## config.mk

```make
export PLATFORM = sky130hd
export DESIGN_NAME = excp_irq_ctrl
export DESIGN_NICKNAME = d
export VERILOG_FILES = /design/src/rtl/excp_irq_ctrl_pkg.sv /design/src/rtl/excp_irq_ctrl_irq_prio_enc.sv /design/src/rtl/excp_irq_ctrl.sv
export SDC_FILE = /design/constraint.sdc
export NUM_CORES = 1
export LEC_CHECK = 0
export CAP_MARGIN = 5
export CORE_ASPECT_RATIO = 0.6
export CORE_UTILIZATION = 44
export CTS_BUF_LIST = sky130_fd_sc_hd__clkbuf_2
export CTS_CLUSTER_DIAMETER = 150
export CTS_CLUSTER_SIZE = 12
export DETAILED_ROUTE_END_ITERATION = 10
export PLACE_DENSITY = 0.88
export SLEW_MARGIN = 10
export SYNTH_ARGS = -nofsm -noshare
export SYNTH_HDL_FRONTEND = slang
export SYNTH_HIERARCHICAL = 1
export SYNTH_SLANG_ARGS = --single-unit
```

## constraint.sdc

```tcl
create_clock -name clk -period 4.26 [get_ports clk]
set_clock_uncertainty 0.05 [all_clocks]
set_input_delay 1.065 -clock clk [delete_from_list [all_inputs] [get_ports clk]]
set_output_delay 1.065 -clock clk [all_outputs]
set_load 0.005 [all_outputs]
```

## src/rtl/excp_irq_ctrl_pkg.sv

```systemverilog
// -----------------------------------------------------------------------------
// excp_irq_ctrl_pkg
// Shared definitions for the interrupt/exception trap controller:
//   - 2-bit FSM state encoding
//   - machine interrupt cause codes (MEI/MSI/MTI)
//   - mtvec mode encodings
// -----------------------------------------------------------------------------
package excp_irq_ctrl_pkg;

   typedef enum logic [1:0] {
      ST_IDLE       = 2'd0,
      ST_TRAP_CSR   = 2'd1,
      ST_REDIR      = 2'd2,
      ST_MRET_REDIR = 2'd3
   } excp_state_e;

   localparam int unsigned CAUSE_MEI = 11;
   localparam int unsigned CAUSE_MSI = 3;
   localparam int unsigned CAUSE_MTI = 7;

   localparam logic [1:0] MTVEC_MODE_DIRECT   = 2'b00;
   localparam logic [1:0] MTVEC_MODE_VECTORED = 2'b01;

endpackage

```

## src/rtl/excp_irq_ctrl_irq_prio_enc.sv

```systemverilog
// -----------------------------------------------------------------------------
// excp_irq_ctrl_irq_prio_enc
// Combinational enable gating and fixed-priority encoder for the three machine
// interrupt sources. Priority: external > software > timer.
// Ports:
//   ext_i/sft_i/tmr_i     pending indicators from intagent
//   meie_i/msie_i/mtie_i  per-source enables (mie)
//   mie_global_i          mstatus.MIE
//   any_irq_o             at least one enabled interrupt pending
//   code_o                cause code of the winning source (0 when none)
// -----------------------------------------------------------------------------
module excp_irq_ctrl_irq_prio_enc #(
   parameter int unsigned CODE_MEI = excp_irq_ctrl_pkg::CAUSE_MEI,
   parameter int unsigned CODE_MSI = excp_irq_ctrl_pkg::CAUSE_MSI,
   parameter int unsigned CODE_MTI = excp_irq_ctrl_pkg::CAUSE_MTI
) (
   input  logic       ext_i,
   input  logic       sft_i,
   input  logic       tmr_i,
   input  logic       meie_i,
   input  logic       msie_i,
   input  logic       mtie_i,
   input  logic       mie_global_i,
   output logic       any_irq_o,
   output logic [3:0] code_o
);

   logic en_ext, en_sft, en_tmr;

   assign en_ext = ext_i & meie_i & mie_global_i;
   assign en_sft = sft_i & msie_i & mie_global_i;
   assign en_tmr = tmr_i & mtie_i & mie_global_i;

   assign any_irq_o = en_ext | en_sft | en_tmr;

   always_comb begin
      code_o = 4'd0;
      if (en_ext) begin
         code_o = 4'(CODE_MEI);
      end else if (en_sft) begin
         code_o = 4'(CODE_MSI);
      end else if (en_tmr) begin
         code_o = 4'(CODE_MTI);
      end
   end

endmodule

```

## src/rtl/excp_irq_ctrl.sv

```systemverilog
// -----------------------------------------------------------------------------
// excp_irq_ctrl
// Machine-mode interrupt trap / MRET controller. Takes enabled interrupts at a
// commit boundary, issues the trap CSR update pulse, then a redirect to the
// trap vector. Also services MRET (mstatus restore pulse + redirect to mepc).
//
// Optional build macro: EXCP_VECTORED_MTVEC_EN
//   defined   : mtvec mode 01 targets base + 4*code for interrupts
//   undefined : mtvec[1:0] ignored, always direct mode
//
// Ports:
//   clk, rst_n                    clock, async active-low reset
//   irq_i_ext/sft/tmr             synchronized interrupt indicators
//   csr_i_mie_global, csr_i_mpie  mstatus.MIE / mstatus.MPIE
//   csr_i_meie/msie/mtie          mie enable bits
//   csr_i_mtvec, csr_i_mepc       trap vector base / MRET target
//   cmt_i_*                       commit boundary information
//   ifu_i_redir_ready             IFU accepts redirect
//   ifu_o_redir_valid/pc          redirect request to IFU
//   cmt_o_stall                   block further commits
//   csr_o_trap_we, csr_o_mepc, csr_o_mcause   trap CSR update pulse + data
//   csr_o_mret_we                 MRET mstatus restore pulse
//   irq_o_taken                   pulse when a trap redirect is accepted
//   dbg_o_state                   current FSM state (observation only)
//
// Redirect handshake: ifu_o_redir_valid rises and, together with
// ifu_o_redir_pc, is held stable until the cycle ifu_i_redir_ready is high;
// the transfer completes in that cycle and valid drops the next cycle.
// -----------------------------------------------------------------------------
module excp_irq_ctrl
   import excp_irq_ctrl_pkg::*;
#(
   parameter int unsigned XLEN       = 32,
   parameter int unsigned PC_SIZE    = 32,
   parameter int unsigned MCAUSE_MEI = CAUSE_MEI,
   parameter int unsigned MCAUSE_MSI = CAUSE_MSI,
   parameter int unsigned MCAUSE_MTI = CAUSE_MTI
) (
   input  logic               clk,
   input  logic               rst_n,
   input  logic               irq_i_ext,
   input  logic               irq_i_sft,
   input  logic               irq_i_tmr,
   input  logic               csr_i_mie_global,
   input  logic               csr_i_mpie,
   input  logic               csr_i_meie,
   input  logic               csr_i_msie,
   input  logic               csr_i_mtie,
   input  logic [XLEN-1:0]    csr_i_mtvec,
   input  logic [XLEN-1:0]    csr_i_mepc,
   input  logic               cmt_i_valid,
   input  logic [PC_SIZE-1:0] cmt_i_npc,
   input  logic               cmt_i_mret,
   input  logic               cmt_i_bjp_flush,
   input  logic               ifu_i_redir_ready,
   output logic               ifu_o_redir_valid,
   output logic [PC_SIZE-1:0] ifu_o_redir_pc,
   output logic               cmt_o_stall,
   output logic               csr_o_trap_we,
   output logic               csr_o_mret_we,
   output logic [XLEN-1:0]    csr_o_mepc,
   output logic [XLEN-1:0]    csr_o_mcause,
   output logic               irq_o_taken,
   output excp_state_e        dbg_o_state
);

   excp_state_e        state_q, state_d;
   logic [XLEN-1:0]    cause_q, cause_d;
   logic [XLEN-1:0]    mepc_q,  mepc_d;
   logic [PC_SIZE-1:0] tgt_q,   tgt_d;

   logic               any_irq;
   logic [3:0]         irq_code;
   logic               trap_acc;
   logic               mret_acc;
   logic [XLEN-1:0]    mtvec_base;
   logic [XLEN-1:0]    trap_tgt;

   excp_irq_ctrl_irq_prio_enc #(
      .CODE_MEI (MCAUSE_MEI),
      .CODE_MSI (MCAUSE_MSI),
      .CODE_MTI (MCAUSE_MTI)
   ) u_prio_enc (
      .ext_i        (irq_i_ext),
      .sft_i        (irq_i_sft),
      .tmr_i        (irq_i_tmr),
      .meie_i       (csr_i_meie),
      .msie_i       (csr_i_msie),
      .mtie_i       (csr_i_mtie),
      .mie_global_i (csr_i_mie_global),
      .any_irq_o    (any_irq),
      .code_o       (irq_code)
   );

   assign mtvec_base = {csr_i_mtvec[XLEN-1:2], 2'b00};

`ifdef EXCP_VECTORED_MTVEC_EN
   always_comb begin
      trap_tgt = mtvec_base;
      if (csr_i_mtvec[1:0] == MTVEC_MODE_VECTORED) begin
         trap_tgt = mtvec_base + XLEN'({irq_code, 2'b00});
      end
   end
   // MPIE is restored by the CSR file itself on csr_o_mret_we.
   logic unused_ok;
   assign unused_ok = csr_i_mpie;
`else
   assign trap_tgt = mtvec_base;
   // Mode bits are meaningless in direct-only builds; MPIE is handled by the CSR file.
   logic unused_ok;
   assign unused_ok = ^{csr_i_mpie, csr_i_mtvec[1:0]};
`endif

   // Accept decisions are qualified with rst_n so the combinational IDLE
   // outputs (stall, mret_we) are also 0 while reset is asserted.
   assign trap_acc = rst_n & any_irq & cmt_i_valid & ~cmt_i_bjp_flush;
   assign mret_acc = rst_n & cmt_i_valid & cmt_i_mret & ~trap_acc;

   always_ff @(posedge clk or negedge rst_n) begin
      if (!rst_n) begin
         state_q <= ST_IDLE;
         cause_q <= '0;
         mepc_q  <= '0;
         tgt_q   <= '0;
      end else begin
         state_q <= state_d;
         cause_q <= cause_d;
         mepc_q  <= mepc_d;
         tgt_q   <= tgt_d;
      end
   end

   always_comb begin
      state_d           = state_q;
      cause_d           = cause_q;
      mepc_d            = mepc_q;
      tgt_d             = tgt_q;
      ifu_o_redir_valid = 1'b0;
      ifu_o_redir_pc    = '0;
      cmt_o_stall       = 1'b0;
      csr_o_trap_we     = 1'b0;
      csr_o_mret_we     = 1'b0;
      csr_o_mepc        = '0;
      csr_o_mcause      = '0;
      irq_o_taken       = 1'b0;

      unique case (state_q)
         ST_IDLE: begin
            if (trap_acc) begin
               // Cause, epc and vector target are all frozen here so later
               // irq/CSR changes cannot disturb the trap in flight.
               cause_d     = {1'b1, (XLEN-1)'(irq_code)};
               mepc_d      = XLEN'(cmt_i_npc);
               tgt_d       = PC_SIZE'(trap_tgt);
               cmt_o_stall = 1'b1;
               state_d     = ST_TRAP_CSR;
            end else if (mret_acc) begin
               tgt_d         = PC_SIZE'(csr_i_mepc);
               cmt_o_stall   = 1'b1;
               csr_o_mret_we = 1'b1;
               state_d       = ST_MRET_REDIR;
            end
         end
         ST_TRAP_CSR: begin
            cmt_o_stall   = 1'b1;
            csr_o_trap_we = 1'b1;
            csr_o_mepc    = mepc_q;
            csr_o_mcause  = cause_q;
            state_d       = ST_REDIR;
         end
         ST_REDIR: begin
            cmt_o_stall       = 1'b1;
            ifu_o_redir_valid = 1'b1;
            ifu_o_redir_pc    = tgt_q;
            if (ifu_i_redir_ready) begin
               irq_o_taken = 1'b1;
               state_d     = ST_IDLE;
            end
         end
         ST_MRET_REDIR: begin
            cmt_o_stall       = 1'b1;
            ifu_o_redir_valid = 1'b1;
            ifu_o_redir_pc    = tgt_q;
            if (ifu_i_redir_ready) begin
               state_d = ST_IDLE;
            end
         end
         default: begin
            state_d = ST_IDLE;
         end
      endcase
   end

   assign dbg_o_state = state_q;

endmodule
```

==> flow_metrics.tcl, run 1 <==
set metrics [dict create \
    cts_max_level 3 \
    io_pins 213 \
    synth.avg_cell_area_sq_um 11.1 \
    critPathLaunchType "input pin" \
    cts.sinks 71 \
    worst_path_max_delay_cell "clkdlybuf4s50_1" \
    slew_headroom_pct 37.3 \
    postCtsHoldBufs 0 \
    path_cells "clkdlybuf4s50_1 -> a22oi_2 -> a21boi_2 -> nor2b_1 -> o211ai_1 -> nand2_1 -> clkdlybuf4s50_1" \
    first_iter_violations 128 \
    status "completed" \
    cp_top_family "buffers and inverters" \
    dp_hpwl_mm 7.62 \
    fmax_mhz 248 \
    core_sq_um 8560 \
    crit_fanout 5 \
    clk_path_buf_depth 2 \
    p_sw_mw 0.762 \
    p_clk_share_pct 12.6 \
    r2r_slack_ps 2220 \
    ys_top_cells_by_area "dfrtp_1 45%, and2_1 11%, mux2_1 8.3%" \
    crit_cells 7 \
    die_y_microns 75.1 \
    drt_wl_total_mm 10.7 \
    ys_warn_count 6 \
    dieArea_sq_um 9290 \
    maxSlewViolCount 0 \
    numCtsBuffers 9 \
    power.leakage_nw 2.54 \
    drc 0 \
    p_total_mw 2.46 \
    min_path_type "register to register" \
    setup_viol 0 \
    grtUsageTotal_pct 23.0 \
    powerDensity_nw_per_um2 427 \
    cts_root_buf "clkbuf_2" \
    drive_above_1_share_pct 7.98 \
    synth-seq-area-share_pct 45.4 \
    start_util_pct 45.8 \
    gp_congestion 0.746 \
    synth_top_area_share_pct 45.4 \
    fin_util_pct 67.3 \
    critPathCaptureType "output pin" \
    worstSkewPairLatency_ps 500 \
    hold_viol_final 0 \
    combPwrFrac_pct 41.2 \
    syn2layout_area_growth_pct 47.0 \
    cts_tree "done" \
    firstDrtPassIters 4 \
    nFillCells 652 \
    postCtsSetupBuffers 0 \
    routed_via_density 5.13 \
    synth_seq_cells 71 \
    tns_ps 0 \
    rsz0062_at_grt "false" \
    hold_depth 1 \
    antenna_found_initial 0 \
    port_buffers 182 \
    crit_type "input pin to output pin" \
    critPathMaxStageDelay_ps 510 \
    grt_pass1_wl_mm 16.1 \
    r2r-end "mepc_q[23]$_DFFE_PN0P_" \
    grt_pass1_vias 3159 \
    antennaDiodeCount 0 \
    ir_drop_mv 0.212 \
    vias 3270 \
    rr_startpoint "dbg_o_state[1]$_DFFE_PN0P_" \
    pwr-share-seq_pct 46.1 \
    hold-path-endpoint "cause_q[31]$_DFFE_PN0P_" \
    reg2regPathDepth 4 \
    worst_slew_pin_slew_ps 940 \
    period_needed_ps 4030 \
    critPathArrivalTime_ps 2910 \
    critPathRequiredTime_ps 3140 \
    die_w_microns 124 \
    grt_overflow_total 0 \
    floorplan.rows 26 \
    ant_nets 0 \
    postCtsResizedCells 0 \
    min_from "cause_q[31]$_DFFE_PN0P_" \
    netlist-cell-type-count 30 \
    finalCritPeriodShare_pct 94.5 \
    critPathBufInv 2 \
    cp_common_cell "clkdlybuf4s50_1" \
    drv_cap 0 \
    grt_max_degree 74 \
    synth.cell_area_sq_um 3920 \
    fin_nets 631 \
    netlist.top_cell.by_area "dfrtp_1" \
    syn_inst 354 \
    switching_share_pct 31.0 \
    intPower_mw 1.70 \
    wl_per_cell_microns 16.7 \
    clk_pin_slew_ps 200 \
]
## metal layers
layer	vias to the layer above	global-route usage (%)	wire length (microns)
met5	-	0	0
met4	0	4.15	68
met3	8	10.0	922
met2	133	37.5	5010
met1	1592	28.9	4660
li1	1537	-	-
## logic make-up (layout without fill, tap and decap cells)
kind of cell / Yosys count / in the layout / share of synthesized area [%]
AND/OR/NAND/NOR: 116 / 116 / 21.2
multiplexers: 36 / 36 / 10.4
flip-flops: 71 / 71 / 45.4
buffers and inverters: 61 / 207 / 9.58
AO/OA/AOI/OAI: 69 / 69 / 13.4
other: 1 / 27 / 0.0958
## through the flow
stage          hold slack [ps]  cell area [sq um]  setup WS [ps]  instances
2_1_floorplan              380               4010           1250        380
3_3_place_gp               392               5670            298        622
3_5_place_dp               399               5670            252        622
4_1_cts                    444               5760            236        638
5_1_grt                    472               5760            128        638
6_report                   437               5760            234        638
## synthesized netlist by cell type
library cell  instances
dfrtp_1              71
and2_1               69
buf_4                31
a31oi_1              30
and3b_1              30
o2bb2ai_1            30
mux2_1               29
clkbuf_1             21
mux2_2                7
buf_2                 6
nand2_1               4
a21boi_0              3
buf_6                 3
a22o_1                2
nor2_1                2
nor2b_1               2
a22oi_2               1
and3_1                1
and3_2                1
and4_1                1
and4bb_2              1
conb_1                1
nand2b_1              1
nand4_1               1
nand4bb_4             1
nor2_8                1
o211ai_1              1
o21ai_0               1
o21ai_2               1
or2_2                 1
## power by group through the flow
stage	registers (mW)	clock network (mW)	logic (mW)
after floorplan	1.09	0	0.525
after global placement	1.12	0	0.993
after detailed placement	1.14	0	1.02
after CTS	1.13	0.331	1.03
after global routing	1.17	0.360	1.11
final	1.13	0.311	1.01
## worst max path at each step
stage	startpoint	end	slack [ps]
floorplan	irq_i_ext	csr_o_mret_we	1250
global placement	irq_i_ext	cmt_o_stall	300
detailed placement	irq_i_ext	cmt_o_stall	250
CTS	irq_i_ext	cmt_o_stall	240
global route	irq_i_ext	cmt_o_stall	130
finish	irq_i_ext	cmt_o_stall	230
## flip-flops by register name, indices dropped and copies added, names as in the netlist
| register | flops |
|---|---|
| dbg_o_state | 2 |
| tgt_q | 32 |
| mepc_q | 32 |
| cause_q | 5 |
## cells in the final DEF, fill, tap and decap left out, types with 2 or more instances in the layout
cell type and count:
nor2_1 2, clkinv_2 5, and3b_1 30, conb_1 27, a21boi_0 2, nand2_1 4
and2_1 69, mux2_1 29, buf_4 10, clkinvlp_4 2, dfrtp_1 71, a31oi_1 30
clkdlybuf4s50_1 181, mux2_2 7, clkbuf_2 9, o2bb2ai_1 30, a22o_1 2
## area by class of cell
cell class                 count  area (sq um)  area share [%]
multi-input combinational    248          1870            32.4
tap                          112           140            2.43
timing repair buffer         191          1890            32.8
clock buffer                   9          45.0           0.782
clock inverter                 7          40.0           0.696
sequential                    71          1780            30.9
No activity file was read; power rests on OpenSTA's default activity.
==> inputs of run 2 (changes only) <==
--- a/config.mk
+++ b/config.mk
@@ -6,13 +6,15 @@
 export NUM_CORES = 1
 export LEC_CHECK = 0
 export CAP_MARGIN = 5
+export CELL_PAD_IN_SITES_DETAIL_PLACEMENT = 2
+export CELL_PAD_IN_SITES_GLOBAL_PLACEMENT = 2
 export CORE_ASPECT_RATIO = 0.6
-export CORE_UTILIZATION = 44
+export CORE_UTILIZATION = 25
 export CTS_BUF_LIST = sky130_fd_sc_hd__clkbuf_2
 export CTS_CLUSTER_DIAMETER = 150
 export CTS_CLUSTER_SIZE = 12
 export DETAILED_ROUTE_END_ITERATION = 10
-export PLACE_DENSITY = 0.88
+export PLACE_DENSITY = 0.87
 export SLEW_MARGIN = 10
 export SYNTH_ARGS = -nofsm -noshare
 export SYNTH_HDL_FRONTEND = slang
==> run 2 against run 1 <==
  * Die area up 74%
  * Largest power group unchanged
  * Highest routed layer unchanged
  * Hold slack better by 5.0 ps
  * Critical path type unchanged
  * First-iteration DRC count down 3.9%
==> flow_metrics.tcl, run 2 (same netlist as run 1, synthesis figures left out) <==
set metrics [dict create \
    worst_path_max_delay_cell "clkdlybuf4s50_1" \
    worst_slew_pin_slew_ps 678 \
    clk_pin_slew_ps 230 \
    power.leakage_nw 2.56 \
    drv_cap 0 \
    hold-path-endpoint "cause_q[31]$_DFFE_PN0P_" \
    hold_viol_final 0 \
    grt_pass1_vias 3778 \
    period_needed_ps 4000 \
    floorplan.rows 35 \
    postCtsSetupBuffers 0 \
    critPathMaxStageDelay_ps 510 \
    drt_wl_total_mm 13.7 \
    cts_max_level 3 \
    multi_input_area_sq_um 1870 \
    critPathArrivalTime_ps 2890 \
    die_w_microns 164 \
    dieArea_sq_um 16200 \
    p_total_mw 2.59 \
    crit_fanout 3 \
    postCtsHoldBufs 0 \
    finalCritPeriodShare_pct 93.9 \
    status "completed" \
    routed_via_density 4.59 \
    cts.sinks 71 \
    antenna_found_initial 0 \
    grtUsageTotal_pct 17.1 \
    hold_depth 1 \
    min_path_type "register to register" \
    grt_pass1_wl_mm 21.2 \
    critPathCaptureType "output pin" \
    crit_type "input pin to output pin" \
    regArea_sq_um 1780 \
    worstSkewPairLatency_ps 520 \
    r2r-end "mepc_q[4]$_DFFE_PN0P_" \
    instances_no_fill 730 \
    rsz0062_at_grt "false" \
    ir_drop_mv 0.140 \
    critPathLaunchType "input pin" \
    path_cells "clkdlybuf4s50_1 -> nand2_1 -> a21boi_2 -> nor2b_1 -> o211ai_1 -> nand2_1 -> clkdlybuf4s50_1" \
    core_sq_um 15300 \
    numCtsBuffers 9 \
    ant_nets 0 \
    syn2layout_area_growth_pct 51.0 \
    final_common_cell "clkdlybuf4s50_1" \
    setup_viol 0 \
    grt_overflow_total 0 \
    wl_per_cell_microns 18.7 \
    reg2regPathDepth 4 \
    nFillCells 1668 \
    vias 3349 \
    first_iter_violations 123 \
    fin_area_sq_um 5910 \
    cts_root_buf "clkbuf_2" \
    dp_hpwl_mm 10.0 \
    firstDrtPassIters 4 \
    placed_cells 714 \
    holdWs_ps 442 \
    drc 0 \
    slew_headroom_pct 54.8 \
    dpl_cell_area_sq_um 5790 \
    port_buffers 182 \
    cts_tree "done" \
    maxSlewViolCount 0 \
    min_from "cause_q[31]$_DFFE_PN0P_" \
    critPathRequiredTime_ps 3140 \
    tns_ps 0 \
    die_y_microns 99.0 \
    largestRegisters "mepc_q x32, tgt_q x32, cause_q x5" \
    drive_above_1_share_pct 8.16 \
    gp_congestion 0.716 \
    fmax_mhz 250 \
    powerDensity_nw_per_um2 439 \
    r2r_slack_ps 1930 \
    start_util_pct 25.6 \
    io_pins 213 \
    antennaDiodeCount 0 \
    grt_max_degree 44 \
    layout_common_cells "181 x clkdlybuf4s50_1, 71 x dfrtp_1, 69 x and2_1" \
    postCtsResizedCells 0 \
    clk_path_buf_depth 2 \
    fin_nets 632 \
    rr_startpoint "dbg_o_state[1]$_DFFE_PN0P_" \
]
## run 2: how the worst max path moves through the flow
stage                               start             end  slack, ps  cells after the start
2_1_floorplan                   irq_i_ext   csr_o_mret_we       1250                      5
3_3_place_gp                    irq_i_ext     cmt_o_stall        310                      7
3_5_place_dp                   csr_i_meie     cmt_o_stall        290                      7
4_1_cts                        csr_i_meie     cmt_o_stall        270                      7
5_1_grt        dbg_o_state[1]$_DFFE_PN0P_  csr_o_mepc[24]        170                      4
6_report                        irq_i_tmr     cmt_o_stall        260                      7
## run 2: power by group
group	internal [mW]	switching, mW
combinational	0.645	0.387
sequential	0.982	0.174
clock	0.136	0.269
total	1.76	0.830
## run 2: critical path, delay by kind of cell
family,cells,cell delay (ps)
buffers and inverters,2,1000
AOI/OAI and AO/OA,2,370
and+or+nand+nor,3,450
## run 2: metrics by stage
step	setup slack [ps]	utilization (%)
final	260	38.6
after global placement	315	37.8
after detailed placement	292	37.8
after global routing	167	38.6
after CTS	270	38.6
after floorplan	1250	-
## run 2: layer usage
| metal | GRT usage [%] | vias to the layer above | wire length (microns) |
|---|---|---|---|
| met5 | 0 | - | 0 |
| met2 | 27.8 | 113 | 6380 |
| li1 | - | 1537 | - |
| met3 | 5.47 | 14 | 942 |
| met4 | 3.56 | 0 | 139 |
| met1 | 22.2 | 1685 | 6220 |
## run 2: cell type report
type,instances,share of cell area [%]
clock buffer,9,0.762
timing repair buffer,192,32.0
sequential,71,30.1
clock inverter,7,1.25
multi-input combinational,248,31.6
tap,203,4.30
